### config.mk
export PLATFORM = sky130hd
export DESIGN_NAME = mem_io_unit
export DESIGN_NICKNAME = d
export VERILOG_FILES = /design/src/rtl/mem_io_pkg.sv /design/src/rtl/mem_io_chan.sv /design/src/rtl/mem_io_unit.sv
export SDC_FILE = /design/constraint.sdc
export NUM_CORES = 1
export LEC_CHECK = 0
export BUFFER_PORTS_ARGS = -buffer_cell sky130_fd_sc_hd__buf_2
export CAP_MARGIN = 25
export CORE_ASPECT_RATIO = 1.4
export CORE_UTILIZATION = 55
export DETAILED_ROUTE_END_ITERATION = 7
export PLACE_DENSITY = 0.81
export SETUP_SLACK_MARGIN = 0.02
export SLEW_MARGIN = 15
export SYNTH_ARGS = -nofsm -noshare
export SYNTH_HDL_FRONTEND = slang
export SYNTH_SLANG_ARGS = --single-unit
### constraint.sdc
create_clock -name tclk -period 4.3 [get_ports tclk]
set_input_delay 0.215 -clock tclk [delete_from_list [all_inputs] [get_ports tclk]]
set_output_delay 0.215 -clock tclk [all_outputs]
set_load 0.01 [all_outputs]
### src/rtl/mem_io_pkg.sv
`default_nettype none
// ============================================================================
//  Module      : mem_io_pkg
//  Description : Shared types, STATUS bit positions, address-decode helpers
//                and the boot image for the mem_io_unit data memory.
//                The boot image is only consumed when MEMIO_BOOTROM_EN is
//                defined.
//  Revision    : 1.0 - initial release
// ============================================================================
package mem_io_pkg;

  // Access sequencer states
  typedef enum logic [1:0] {
    ST_IDLE     = 2'd0,
    ST_WAIT_OUT = 2'd1,
    ST_DONE     = 2'd2
  } state_t;

  // Bit positions inside a channel STATUS word
  localparam int c_STAT_IN_FULL_BIT   = 0;
  localparam int c_STAT_OUT_VALID_BIT = 1;

  // Constant boot image mapped at address 0 upward
  localparam int c_BOOT_IMAGE_WORDS = 5;
  localparam logic [7:0] c_BOOT_IMAGE [c_BOOT_IMAGE_WORDS] =
    '{8'h9E, 8'hBF, 8'h44, 8'hE0, 8'h00};

  // Address falls in the I/O window at the top of the map
  function automatic logic is_io(input logic [31:0] a, input logic [31:0] base);
    return a >= base;
  endfunction

  // Channel number owning an I/O address (each channel spans two words)
  function automatic logic [31:0] chan_of(input logic [31:0] a, input logic [31:0] base);
    return (a - base) >> 1;
  endfunction

  // Odd offsets inside the window are STATUS words, even ones are DATA
  function automatic logic is_status(input logic [31:0] a, input logic [31:0] base);
    return ((a - base) & 32'd1) != 32'd0;
  endfunction

  // Boot image lookup; words beyond the image read as zero
  function automatic logic [7:0] boot_word(input logic [31:0] a);
    logic [7:0] w;
    w = 8'h00;
    for (int i = 0; i < c_BOOT_IMAGE_WORDS; i++) begin
      if (a == 32'(i)) w = c_BOOT_IMAGE[i];
    end
    return w;
  endfunction

endpackage
`default_nettype wire

### src/rtl/mem_io_chan.sv
`default_nettype none
// ============================================================================
//  Module      : mem_io_chan
//  Description : One memory-mapped I/O channel: an input latch filled by a
//                valid/ready producer and drained by CPU reads, plus an output
//                register loaded by CPU writes and drained by a consumer.
//  Revision    : 1.0 - initial release
// ============================================================================
module mem_io_chan #(
  parameter int DW = 8
) (
  input  logic          tclk,
  input  logic          rst,
  // producer side
  input  logic [DW-1:0] i_in_data,
  input  logic          i_in_valid,
  output logic          o_in_ready,
  // CPU side of the input latch
  output logic          o_in_full,
  output logic [DW-1:0] o_in_latch,
  input  logic          i_rd_clr,
  // CPU side of the output register (only pulsed while the register is empty)
  input  logic          i_wr_en,
  input  logic [DW-1:0] i_wr_data,
  // consumer side
  output logic [DW-1:0] o_out_data,
  output logic          o_out_valid,
  input  logic          i_out_ready
);

  logic          r_in_full;
  logic [DW-1:0] r_in_latch;
  logic [DW-1:0] r_out_data;
  logic          r_out_valid;
  logic          w_capture;

  // Ready is forced low during reset so nothing is captured into a latch being cleared
  assign o_in_ready  = ~r_in_full & ~rst;
  assign w_capture   = i_in_valid & o_in_ready;
  assign o_in_full   = r_in_full;
  assign o_in_latch  = r_in_latch;
  assign o_out_data  = r_out_data;
  assign o_out_valid = r_out_valid;

  // Input latch: capture when empty, empty on a CPU DATA read
  always_ff @(posedge tclk) begin
    if (rst) begin
      r_in_full  <= 1'b0;
      r_in_latch <= '0;
    end else if (w_capture) begin
      r_in_latch <= i_in_data;
      r_in_full  <= 1'b1;
    end else if (i_rd_clr) begin
      r_in_full  <= 1'b0;
    end
  end

  // Output register: CPU load, consumer drain
  always_ff @(posedge tclk) begin
    if (rst) begin
      r_out_data  <= '0;
      r_out_valid <= 1'b0;
    end else if (i_wr_en) begin
      r_out_data  <= i_wr_data;
      r_out_valid <= 1'b1;
    end else if (r_out_valid && i_out_ready) begin
      r_out_valid <= 1'b0;
    end
  end

endmodule
`default_nettype wire

### src/rtl/mem_io_unit.sv
`default_nettype none
// ============================================================================
//  Module      : mem_io_unit
//  Description : Data memory for the accumulator CPU with N_IO handshaked
//                I/O channels mapped at the top of the address space,
//                accessed over a req/ack bus.
//                Optional feature macro: MEMIO_BOOTROM_EN - overlays the
//                package boot image on addresses 0..BOOT_WORDS-1 (read-only).
//  Revision    : 1.0 - initial release
// ============================================================================
module mem_io_unit #(
  parameter int AW         = 5,
  parameter int DW         = 8,
  parameter int N_IO       = 2,
  parameter int BOOT_WORDS = 5
) (
  input  logic               tclk,
  input  logic               rst,
  input  logic               req,
  input  logic               we,
  input  logic [AW-1:0]      addr,
  input  logic [DW-1:0]      wdata,
  output logic               ack,
  output logic [DW-1:0]      rdata,
  input  logic [N_IO*DW-1:0] in_data,
  input  logic [N_IO-1:0]    in_valid,
  output logic [N_IO-1:0]    in_ready,
  output logic [N_IO*DW-1:0] out_data,
  output logic [N_IO-1:0]    out_valid,
  input  logic [N_IO-1:0]    out_ready
);
  import mem_io_pkg::*;

  localparam int unsigned c_IO_BASE = (1 << AW) - 2 * N_IO;

  state_t        r_state;
  state_t        w_next;
  logic          r_ack;
  logic [DW-1:0] r_rdata;
  logic [DW-1:0] r_mem [0:c_IO_BASE-1];

  logic [31:0]     w_addr32;
  logic            w_is_io;
  logic            w_is_stat;
  logic            w_sel_busy;
  logic            w_exec;
  logic            w_ram_we;
  logic [N_IO-1:0] w_sel;
  logic [N_IO-1:0] w_in_full;
  logic [N_IO-1:0] w_wr_en;
  logic [N_IO-1:0] w_rd_clr;
  logic [DW-1:0]   w_in_latch [N_IO];
  logic [DW-1:0]   w_io_rdata;
  logic [DW-1:0]   w_ram_rdata;

  assign w_addr32  = 32'(addr);
  assign w_is_io   = is_io(w_addr32, 32'(c_IO_BASE));
  assign w_is_stat = is_status(w_addr32, 32'(c_IO_BASE));
  assign ack       = r_ack;
  assign rdata     = r_rdata;

  // One-hot channel select for the addressed I/O word, and whether its output is still full
  always_comb begin
    w_sel = '0;
    for (int k = 0; k < N_IO; k++) begin
      w_sel[k] = w_is_io && (chan_of(w_addr32, 32'(c_IO_BASE)) == 32'(k));
    end
    w_sel_busy = |(w_sel & out_valid);
  end

  // Next-state logic; w_exec marks the cycle in which the access takes effect
  always_comb begin
    w_next = r_state;
    w_exec = 1'b0;
    case (r_state)
      ST_IDLE: begin
        if (req) begin
          // A DATA write to a full output register must wait for the consumer
          if (w_is_io && !w_is_stat && we && w_sel_busy) begin
            w_next = ST_WAIT_OUT;
          end else begin
            w_exec = 1'b1;
            w_next = ST_DONE;
          end
        end
      end
      ST_WAIT_OUT: begin
        if (!w_sel_busy) begin
          w_exec = 1'b1;
          w_next = ST_DONE;
        end
      end
      ST_DONE: w_next = ST_IDLE;
      default: w_next = ST_IDLE;
    endcase
  end

  // Decode the executing access into RAM write, channel load or latch drain strobes
  always_comb begin
    w_ram_we = 1'b0;
    w_wr_en  = '0;
    w_rd_clr = '0;
    if (w_exec && !rst) begin
      if (!w_is_io) begin
`ifdef MEMIO_BOOTROM_EN
        w_ram_we = we && (w_addr32 >= 32'(BOOT_WORDS));
`else
        w_ram_we = we;
`endif
      end else if (!w_is_stat) begin
        if (we) w_wr_en  = w_sel;
        else    w_rd_clr = w_sel;
      end
      // STATUS writes fall through: acknowledged with no effect
    end
  end

  // Read data for the addressed I/O word (latch value or STATUS)
  always_comb begin
    w_io_rdata = '0;
    for (int k = 0; k < N_IO; k++) begin
      if (w_sel[k]) begin
        if (w_is_stat) begin
          w_io_rdata[c_STAT_OUT_VALID_BIT] = out_valid[k];
          w_io_rdata[c_STAT_IN_FULL_BIT]   = w_in_full[k];
        end else begin
          w_io_rdata = w_in_latch[k];
        end
      end
    end
  end

  // Read data for the RAM region, with the boot image overlay when enabled
  always_comb begin
    w_ram_rdata = r_mem[addr];
`ifdef MEMIO_BOOTROM_EN
    if (w_addr32 < 32'(BOOT_WORDS)) w_ram_rdata = DW'(boot_word(w_addr32));
`endif
  end

  // Sequencer state, completion pulse and read-data register
  always_ff @(posedge tclk) begin
    if (rst) begin
      r_state <= ST_IDLE;
      r_ack   <= 1'b0;
      r_rdata <= '0;
    end else begin
      r_state <= w_next;
      r_ack   <= w_exec;
      if (w_exec && !we) r_rdata <= w_is_io ? w_io_rdata : w_ram_rdata;
    end
  end

  // RAM array; contents deliberately survive reset
  always_ff @(posedge tclk) begin
    if (w_ram_we) r_mem[addr] <= wdata;
  end

  for (genvar k = 0; k < N_IO; k++) begin : g_chan
    mem_io_chan #(
      .DW(DW)
    ) u_chan (
      .tclk        (tclk),
      .rst         (rst),
      .i_in_data   (in_data[k*DW +: DW]),
      .i_in_valid  (in_valid[k]),
      .o_in_ready  (in_ready[k]),
      .o_in_full   (w_in_full[k]),
      .o_in_latch  (w_in_latch[k]),
      .i_rd_clr    (w_rd_clr[k]),
      .i_wr_en     (w_wr_en[k]),
      .i_wr_data   (wdata),
      .o_out_data  (out_data[k*DW +: DW]),
      .o_out_valid (out_valid[k]),
      .i_out_ready (out_ready[k])
    );
  end

endmodule
`default_nettype wire

# Word level (Yosys, flattened, before mapping)
# Memories as Yosys holds them, arrays and structs flattened.
# Index checks and enable logic that the tools add are counted.
# word_totals
wordCells	81
register_bits	47
in_bits	37
output_inout_bits	29
mem_count	1
ramBits	224
# classes
n_addsub	1
magnitude_cmp	1
reduce_logical	20
mux	35
eq_ne	4
bitwise	8
# memory_table
memory	depth	word_bits	rd	rd_clocked_by_memory_dff	wr	line	source
r_mem	28	8	1	0	1	mem_io_unit.sv:40	logic [DW-1:0] r_mem [0:c_IO_BASE-1];
# op_table
operator	n
zero test 32 bit	1
equality test 31 x 1 -> 1 bit (second input constant)	1
two-way mux 2 bit	13
two-way mux 8 bit	3
two-way mux 1 bit	15
two-way mux 6 bit	2
logical AND 1 bit	9
nonzero test 2 bit	4
subtractor 5 x 5 -> 6 bit (second input constant)	1
greater-or-equal comparator 5 bit (second input constant)	1
bitwise AND 1 bit	4
inequality test 2 bit (second input constant)	2
one-hot mux 2 bit (2 select lines)	1
zero test 1 bit	3
inverter 1 bit	3
bitwise AND 2 bit	1
equality test 2 x 1 -> 1 bit (second input constant)	1
zero test 2 bit	1
one-hot mux 1 bit (2 select lines)	1
AND reduction 2 bit	1
OR reduction 2 bit	1

# Longest topological paths before layout
# Gate-level depths: netlist (run 1).
# logic_depth
word_depth	13
depth_mapped	8
mapped_depth_nobuf	7

# Modules after synthesis
# From an unflattened synthesis (run 1), not the netlist that was laid out.
# unflattened
cells_unflattened	668
area_unflattened_um2	11106.9
# by_module_without_submodules
module	cells_each	seq_area_each_um2	area_per_inst_um2	instances
mem_io_unit	528	6946.7	9668.0	1
mem_io_chan	70	360.3	719.4	2

# Least setup slack after synthesis (run 1)
# Ideal clock, no wire load.
# synth_timing
path_kind	input port to flip-flop
startpoint	input addr[2]
endpoint	memory r_mem[27][0] (enable)
required_ns	3.917
setup_ns	0.383
cell_stages	7
n_path_buf	0
slack_ns	1.782
t_arrival_ns	2.135
path_cell_list	ha_1 -> ha_1 -> and4bb_2 -> o2111a_1 -> nor3_2 -> nand4_1 -> nor3_1
# synth_between
elab_chain_cells	13
elab_cells_between_ends	20
cone_classes	1 x add/sub; 1 x order compare; 1 x eq/ne; 8 x mux; 1 x bitwise; 8 x reduce/logical
# synth_lines
element	line	source
from (decl)	mem_io_unit.sv:21	input logic [AW-1:0] addr,
subtractor 5 x 5 -> 6 bit	mem_io_pkg.sv:35	return (a - base) >> 1;
equality test 31 x 1 -> 1 bit or zero test 32 bit (tied branches)	mem_io_unit.sv:66	w_sel[k] = w_is_io && (chan_of(w_addr32, 32'(c_IO_BASE)) == 32'(k));
logical AND 1 bit	mem_io_unit.sv:66	
bitwise AND 2 bit	mem_io_unit.sv:68	w_sel_busy = |(w_sel & out_valid);
OR reduction 2 bit	mem_io_unit.sv:68	
logical AND 1 bit	mem_io_unit.sv:79	if (w_is_io && !w_is_stat && we && w_sel_busy) begin
two-way mux 1 bit	mem_io_unit.sv:79	
two-way mux 1 bit	mem_io_unit.sv:77	if (req) begin
one-hot mux 1 bit (2 select lines)	mem_io_unit.sv:75	case (r_state)
logical AND 1 bit	mem_io_unit.sv:103	if (w_exec && !rst) begin
two-way mux 1 bit	mem_io_unit.sv:103	
two-way mux 1 bit	mem_io_unit.sv:156	if (w_ram_we) r_mem[addr] <= wdata;
two-way mux 1 bit (not written as such)	mem_io_unit.sv:156	
to (decl)	mem_io_unit.sv:40	
# Several ways; a longest one is shown, not always the timed one.

# Worst setup path in the final report (run 1)
# layout_timing
startpoint	input addr[2]
endpoint	memory r_mem[17][0] (enable)
# The elaborated chain is that of the path after synthesis.

==> results of run 1 <==
-- power by group through the flow --
stage / clock (mW) / combinational (mW) / sequential (mW)
final: 2.02 / 0.316 / 2.87
after global placement: 0 / 0.290 / 2.93
after detailed placement: 0 / 0.298 / 2.93
after global routing: 2.13 / 0.334 / 2.87
after CTS: 2.04 / 0.312 / 2.87
after floorplan: 0 / 0.181 / 2.93
-- logic make-up after synthesis --
kind of cell | share of synthesized area
DFF | 0.700
and+or+nand+nor | 0.0797
muxes | 0.138
AOI/OAI and AO/OA | 0.0535
buffers and inverters | 0.0263
adders and majority gates | 0.00228
-- how the worst max path moves through the flow --
stage,to,from,depth (start not counted),slack [ns]
floorplan,r_mem[27][0],addr[2],7,1.78
global placement,r_mem[9][1],addr[2],8,0.92
detailed placement,r_mem[9][1],addr[2],8,0.85
CTS,r_mem[23][4],addr[2],8,1.37
global route,r_mem[19][2],addr[2],8,1.12
finish,r_mem[17][0],addr[2],8,1.26
-- Yosys cell counts, types with 4 or more instances --
library cell	number
nor4_1	4
buf_6	4
a21oi_1	23
nand2b_1	5
buf_1	4
nor2_1	64
o22a_1	4
o21ai_0	5
dfxtp_1	47
mux2i_1	76
nand2_1	44
edfxtp_1	224
clkbuf_1	8
a211oi_1	4
mux2_2	7
buf_4	13
inv_1	8
nor2b_1	5
mux4_2	30
o22ai_1	18
nor3_1	10
nand3_1	7
buf_2	14
-- routing by layer --
layer / up-vias / routed length (µm) / part of all wire / GRT usage
li1: 2854 / - / - / -
met1: 3300 / 9580 / 0.36 / 0.317
met2: 404 / 13500 / 0.51 / 0.462
met3: 93 / 2050 / 0.078 / 0.0394
met4: 0 / 1320 / 0.050 / 0.120
met5: - / 0 / 0 / 0
-- final cells by class --
type                       count  area share
multi-input combinational    374       0.243
inverter                       8     0.00244
tap                          248      0.0252
timing repair buffer          91      0.0461
clock buffer                  28      0.0517
sequential                   271       0.622
clock inverter                16     0.00873
-- registers in the layout, summed over array words and instances, names as in the netlist --
signal                     flops
ack                            1
g_chan.u_chan.o_in_full        2
g_chan.u_chan.o_in_latch      16
g_chan.u_chan.o_out_data      16
g_chan.u_chan.o_out_valid      2
r_mem                        224
r_state                        2
rdata                          8
-- tightest hold or removal path, stage by stage --
cell and delay (ns):
buf_2 0.12, a31o_2 0.15, and3_1 0.14
-- metrics by stage --
| stage | power, mW | cell area, µm² | cells | worst slack, ns | utilization |
|---|---|---|---|---|---|
| 6_report | 5.21 | 12300 | 1036 | 1.26 | 0.636 |
| 5_1_grt | 5.33 | 12300 | 1036 | 1.12 | 0.636 |
| 4_1_cts | 5.22 | 12300 | 1036 | 1.37 | 0.636 |
| 3_5_place_dp | 3.22 | 11400 | 974 | 0.849 | 0.588 |
| 3_3_place_gp | 3.22 | 11400 | 974 | 0.924 | 0.588 |
| 2_1_floorplan | 3.11 | 11000 | 696 | 1.78 | - |
==> results.sh, run 1 <==
export IMPL_die_area_mm2=0.0205
export IMPL_hold_slack_ns=0.140
export IMPL_hp_class="input port to flip-flop"
export IMPL_ant_nets=0
export IMPL_fin_crit_sh=0.707
export IMPL_die_h_um=169
export IMPL_drt_wl_total_um=26400
export IMPL_critPathMaxFanout=32
export IMPL_powerDensity_mw_per_mm2=423
export IMPL_worstPathArrival_ns=3.18
export IMPL_swShare=0.214
export IMPL_start_util=0.566
export IMPL_netSwitchingPower_mw=1.12
export IMPL_antenna_found_initial=0
export IMPL_final_cell_mix="edfxtp_1, mux2i_1, nor2_1, buf_2, dfxtp_1"
export IMPL_cp_buffers_inverters=1
export IMPL_die_x_um=121
export IMPL_gr_total_overflow=0
export IMPL_grt_setup_unrepaired="no"
export IMPL_cts_setup_buffers=0
export IMPL_drt_iter0_drc=814
export IMPL_grt_start_max_net_pins=49
export IMPL_cpMostUsedCell="ha_1"
export IMPL_r2r_start="g_chan[0].u_chan.o_out_valid"
export IMPL_syn_to_final_growth_pct=12.5
export IMPL_critical_path_slowest_cell="nor2_1"
export IMPL_synth_seq_cells=271
export IMPL_gp_congestion=0.989
export IMPL_ys_types=62
export IMPL_cts_buffers=24
export IMPL_max_slew_margin_rel=0.431
export IMPL_leakage_nw=4.30
export IMPL_track_usage=0.263
export IMPL_worst_slew_pin_slew_ns=0.854
export IMPL_grt_pass1_vias=6572
export IMPL_diodes=0
export IMPL_yosys_area_top_type_share=0.614
export IMPL_clk_latency_ns=0.51
export IMPL_slew_viol_final=0
export IMPL_cap_violations=0
export IMPL_r2r_end="r_mem[17][0]"
export IMPL_syn_inst=696
export IMPL_io_pins=66
export IMPL_worstHoldStart="req"
export IMPL_crit_type="input port to flip-flop"
export IMPL_multi_input_area_mm2=0.00300
export IMPL_drt_pass1_iter_count=5
export IMPL_synth_edf_count=224
export IMPL_portBuffers=65
export IMPL_outcome="complete, no violations"
export IMPL_fin_nets=809
export IMPL_vias_per_cell=6.42
export IMPL_grt_pass1_wl_um=39400
export IMPL_coreArea_mm2=0.0194
export IMPL_cts_buffer_depth=3
export IMPL_pwr_share_clk=0.388
export IMPL_seqPwrFrac=0.551
export IMPL_cts_resized_gates=0
export IMPL_finalSetupViolations=0
export IMPL_path_cells="buf_2 > ha_1 > ha_1 > and4bb_2 > o2111a_1 > nor3_2 > nand4_1 > nor2_1"
export IMPL_hold_depth=3
export IMPL_cts_root_buf="clkbuf_16"
export IMPL_rrSetupSlack_ns=1.57
export IMPL_irDropWorstVdd_v=0.000305
export IMPL_cts_sinks=271
export IMPL_critPathMaxStageDelay_ns=0.76
export IMPL_synthFlopType="edfxtp_1"
export IMPL_synth_area_mm2=0.0110
export IMPL_h_tree_depth=1
export IMPL_yosysWarnings=0
export IMPL_cp_top_family="simple AND/OR/NAND/NOR gates"
export IMPL_post_drt_wl_per_cell_um=25.5
export IMPL_holdBufCountCts=18
export IMPL_reg2reg_depth=5
export IMPL_synth_largest_area_cell="edfxtp_1"
export IMPL_end_kind="flip-flop"
export IMPL_drive_gt1_frac=0.201
export IMPL_power_internal_mw=4.09
export IMPL_crit_required_ns=4.44
export IMPL_skew_ns=0.00839
export IMPL_fillCellCount=1296
export IMPL_register_area_mm2=0.00767
export IMPL_fin_crit_ns=3.04
export IMPL_final_hold_violation_count=0
export IMPL_vias=6651
export IMPL_worstHoldEndpoint="r_state[0]"
export IMPL_avgSynthCellArea_um2=15.7
export IMPL_ys_async_sr_fraction=0
export IMPL_synth_fp_nets=735
export IMPL_tns_ns=0
export IMPL_ys_seq_area_frac=0.700
export IMPL_mostFrequentLayoutCell="edfxtp_1"
export IMPL_fmax_mhz=329
export IMPL_clkTransAtPathRegs_ns=0.06
export IMPL_drcViolationCount=0
export IMPL_synthTopCellsByArea="edfxtp_1, dfxtp_1, mux2i_1, mux4_2, nor2_1"
export IMPL_combPwrFrac=0.061
export IMPL_placementRows=60
export IMPL_cts_tree="done"
export IMPL_start_kind="input port"
export IMPL_dp_hpwl_um=17200
Note: power is estimated with default switching activity, not from simulation.
==> inputs of run 2 (changes only) <==
Clock period 4.3 ns to 2.8 ns, I/O delays scaled along.
==> run 2 against run 1 <==
  * Clock power rose by 71%
  * Critical path depth decreased by 2
  * Cell area rose by 3.0%
  * First-iteration DRC count is 21% lower
  * Die area is the same
  * Non-clock buffer count grew 34
  * Critical path type is now flip-flop to flip-flop
  * Via count increased by 2.5%
  * Sequential share of layout area shrank 1.8 points
  * Largest power group unchanged
  * Sequential cell count unchanged
  * Register-to-register slack worse by 1.2 ns
  * Final cell count rose by 3.4%
  * Hold slack worse by 0.080 ns
==> results.sh, run 2 (synthesis results as in run 1) <==
export IMPL_outcome="complete, no violations"
export IMPL_cts_tree="done"
export IMPL_critPathMaxFanout=8
export IMPL_cts_setup_buffers=0
export IMPL_drt_pass1_iter_count=5
export IMPL_r2r_start="g_chan[0].u_chan.o_out_valid"
export IMPL_max_slew_margin_rel=0.508
export IMPL_diodes=0
export IMPL_gr_total_overflow=0
export IMPL_hold_depth=3
export IMPL_worst_slew_pin_slew_ns=0.738
export IMPL_die_x_um=121
export IMPL_cap_violations=0
export IMPL_drt_wl_total_um=26600
export IMPL_grt_pass1_wl_um=40500
export IMPL_r2r_end="r_mem[21][3]"
export IMPL_drcViolationCount=0
export IMPL_register_area_mm2=0.00767
export IMPL_syn_to_final_growth_pct=15.8
export IMPL_placementRows=60
export IMPL_drive_gt1_frac=0.232
export IMPL_slew_viol_final=0
export IMPL_finalSetupViolations=0
export IMPL_die_area_mm2=0.0205
export IMPL_final_cell_mix="edfxtp_1, mux2i_1, nor2_1, buf_2, dfxtp_1"
export IMPL_cts_buffer_depth=3
export IMPL_rrSetupSlack_ns=0.37
export IMPL_fin_crit_sh=0.868
export IMPL_multi_input_area_mm2=0.00300
export IMPL_tns_ns=0
export IMPL_cts_sinks=271
export IMPL_grt_setup_unrepaired="no"
export IMPL_powerDensity_mw_per_mm2=659
export IMPL_vias_per_cell=6.36
export IMPL_antenna_found_initial=0
export IMPL_cts_root_buf="clkbuf_16"
export IMPL_start_kind="flip-flop"
export IMPL_post_drt_wl_per_cell_um=24.8
export IMPL_irDropWorstVdd_v=0.000496
export IMPL_gp_congestion=0.947
export IMPL_fin_util=0.655
export IMPL_grt_pass1_vias=6968
export IMPL_h_tree_depth=1
export IMPL_skew_ns=0.0109
export IMPL_worstHoldStart="req"
export IMPL_start_util=0.566
export IMPL_clk_latency_ns=0.52
export IMPL_clkTransAtPathRegs_ns=0.06
export IMPL_die_h_um=169
export IMPL_io_pins=66
export IMPL_fmax_mhz=411
export IMPL_reg2reg_depth=6
export IMPL_fillCellCount=1273
export IMPL_coreArea_mm2=0.0194
export IMPL_hp_class="input port to flip-flop"
export IMPL_vias=6814
export IMPL_worstHoldEndpoint="r_state[1]"
export IMPL_regMostFlops="r_mem"
export IMPL_leakage_nw=4.53
export IMPL_fin_nets=844
export IMPL_grt_start_max_net_pins=48
export IMPL_crit_required_ns=3.02
export IMPL_mostFrequentLayoutCell="edfxtp_1"
export IMPL_ant_nets=0
export IMPL_end_kind="flip-flop"
export IMPL_final_hold_violation_count=0
export IMPL_fin_crit_ns=2.43
export IMPL_cts_buffers=25
export IMPL_crit_type="flip-flop to flip-flop"
export IMPL_worstPathArrival_ns=2.65
export IMPL_dp_hpwl_um=17000
export IMPL_track_usage=0.268
export IMPL_drt_iter0_drc=641
export IMPL_portBuffers=65
export IMPL_largest_reg_flops=224
==> run 2: worst max-delay path, stage by stage (launching register included) <==
cell and delay, ns:
dfxtp_1 0.38, mux2_2 0.31, o2111a_1 0.17, nor3_2 0.24, nand4_1 0.50, nor2_1 0.32
buf_4 0.23
==> run 2: through the flow <==
stage | total power, mW | cell area, µm² | instances | hold slack [ns] | setup slack [ns]
floorplan | 4.77 | 11000 | 696 | 0.239 | 0.357
global placement | 4.95 | 11700 | 1007 | 0.383 | 0.235
detailed placement | 4.97 | 11700 | 1007 | 0.391 | 0.154
CTS | 8.38 | 12700 | 1071 | 0.0488 | 0.451
global route | 8.57 | 12700 | 1071 | 0.0985 | 0.274
finish | 8.36 | 12700 | 1071 | 0.0607 | 0.369
==> run 2: how the worst max path moves through the flow <==
stage                                             from      endpoint  slack (ns)  cells past startpoint
after global placement                         addr[2]  r_mem[21][3]        0.24                      9
final                     g_chan[0].u_chan.o_out_valid  r_mem[21][3]        0.37                      6
after detailed placement                       addr[2]  r_mem[21][3]        0.15                      9
after CTS                 g_chan[0].u_chan.o_out_valid  r_mem[21][3]        0.45                      6
after floorplan                                addr[2]  r_mem[27][0]        0.36                      7
after global routing      g_chan[0].u_chan.o_out_valid  r_mem[21][7]        0.27                      6
==> run 2: where the power goes <==
part | switching, mW | total [mW] | internal (mW)
combinational | 0.318 | 0.508 | 0.190
sequential | 0.0191 | 4.41 | 4.39
clock | 1.40 | 3.45 | 2.04
==> run 2: final cells by class <==
| cell class | count | share of cell area |
|---|---|---|
| Sequential cell | 271 | 0.604 |
| Inverter | 8 | 0.00237 |
| Clock buffer | 33 | 0.0525 |
| Multi-Input combinational cell | 374 | 0.236 |
| Tap cell | 248 | 0.0245 |
| Clock inverter | 12 | 0.0127 |
| Timing Repair Buffer | 125 | 0.0671 |
==> run 2: what timing repair did <==
action                                 in CTS  in global routing
endpoints found under the hold margin      19                  0
gates resized for setup                     0                  0
hold buffers                               19                  0
==> run 2: metal layers <==
layer  vias to the layer above  routed length, µm  track usage
met4                         0               1320        0.132
met5                         -                  0            0
met2                       427              13600        0.465
met3                        96               2150       0.0398
li1                       2921                  -            -
met1                      3370               9470        0.324
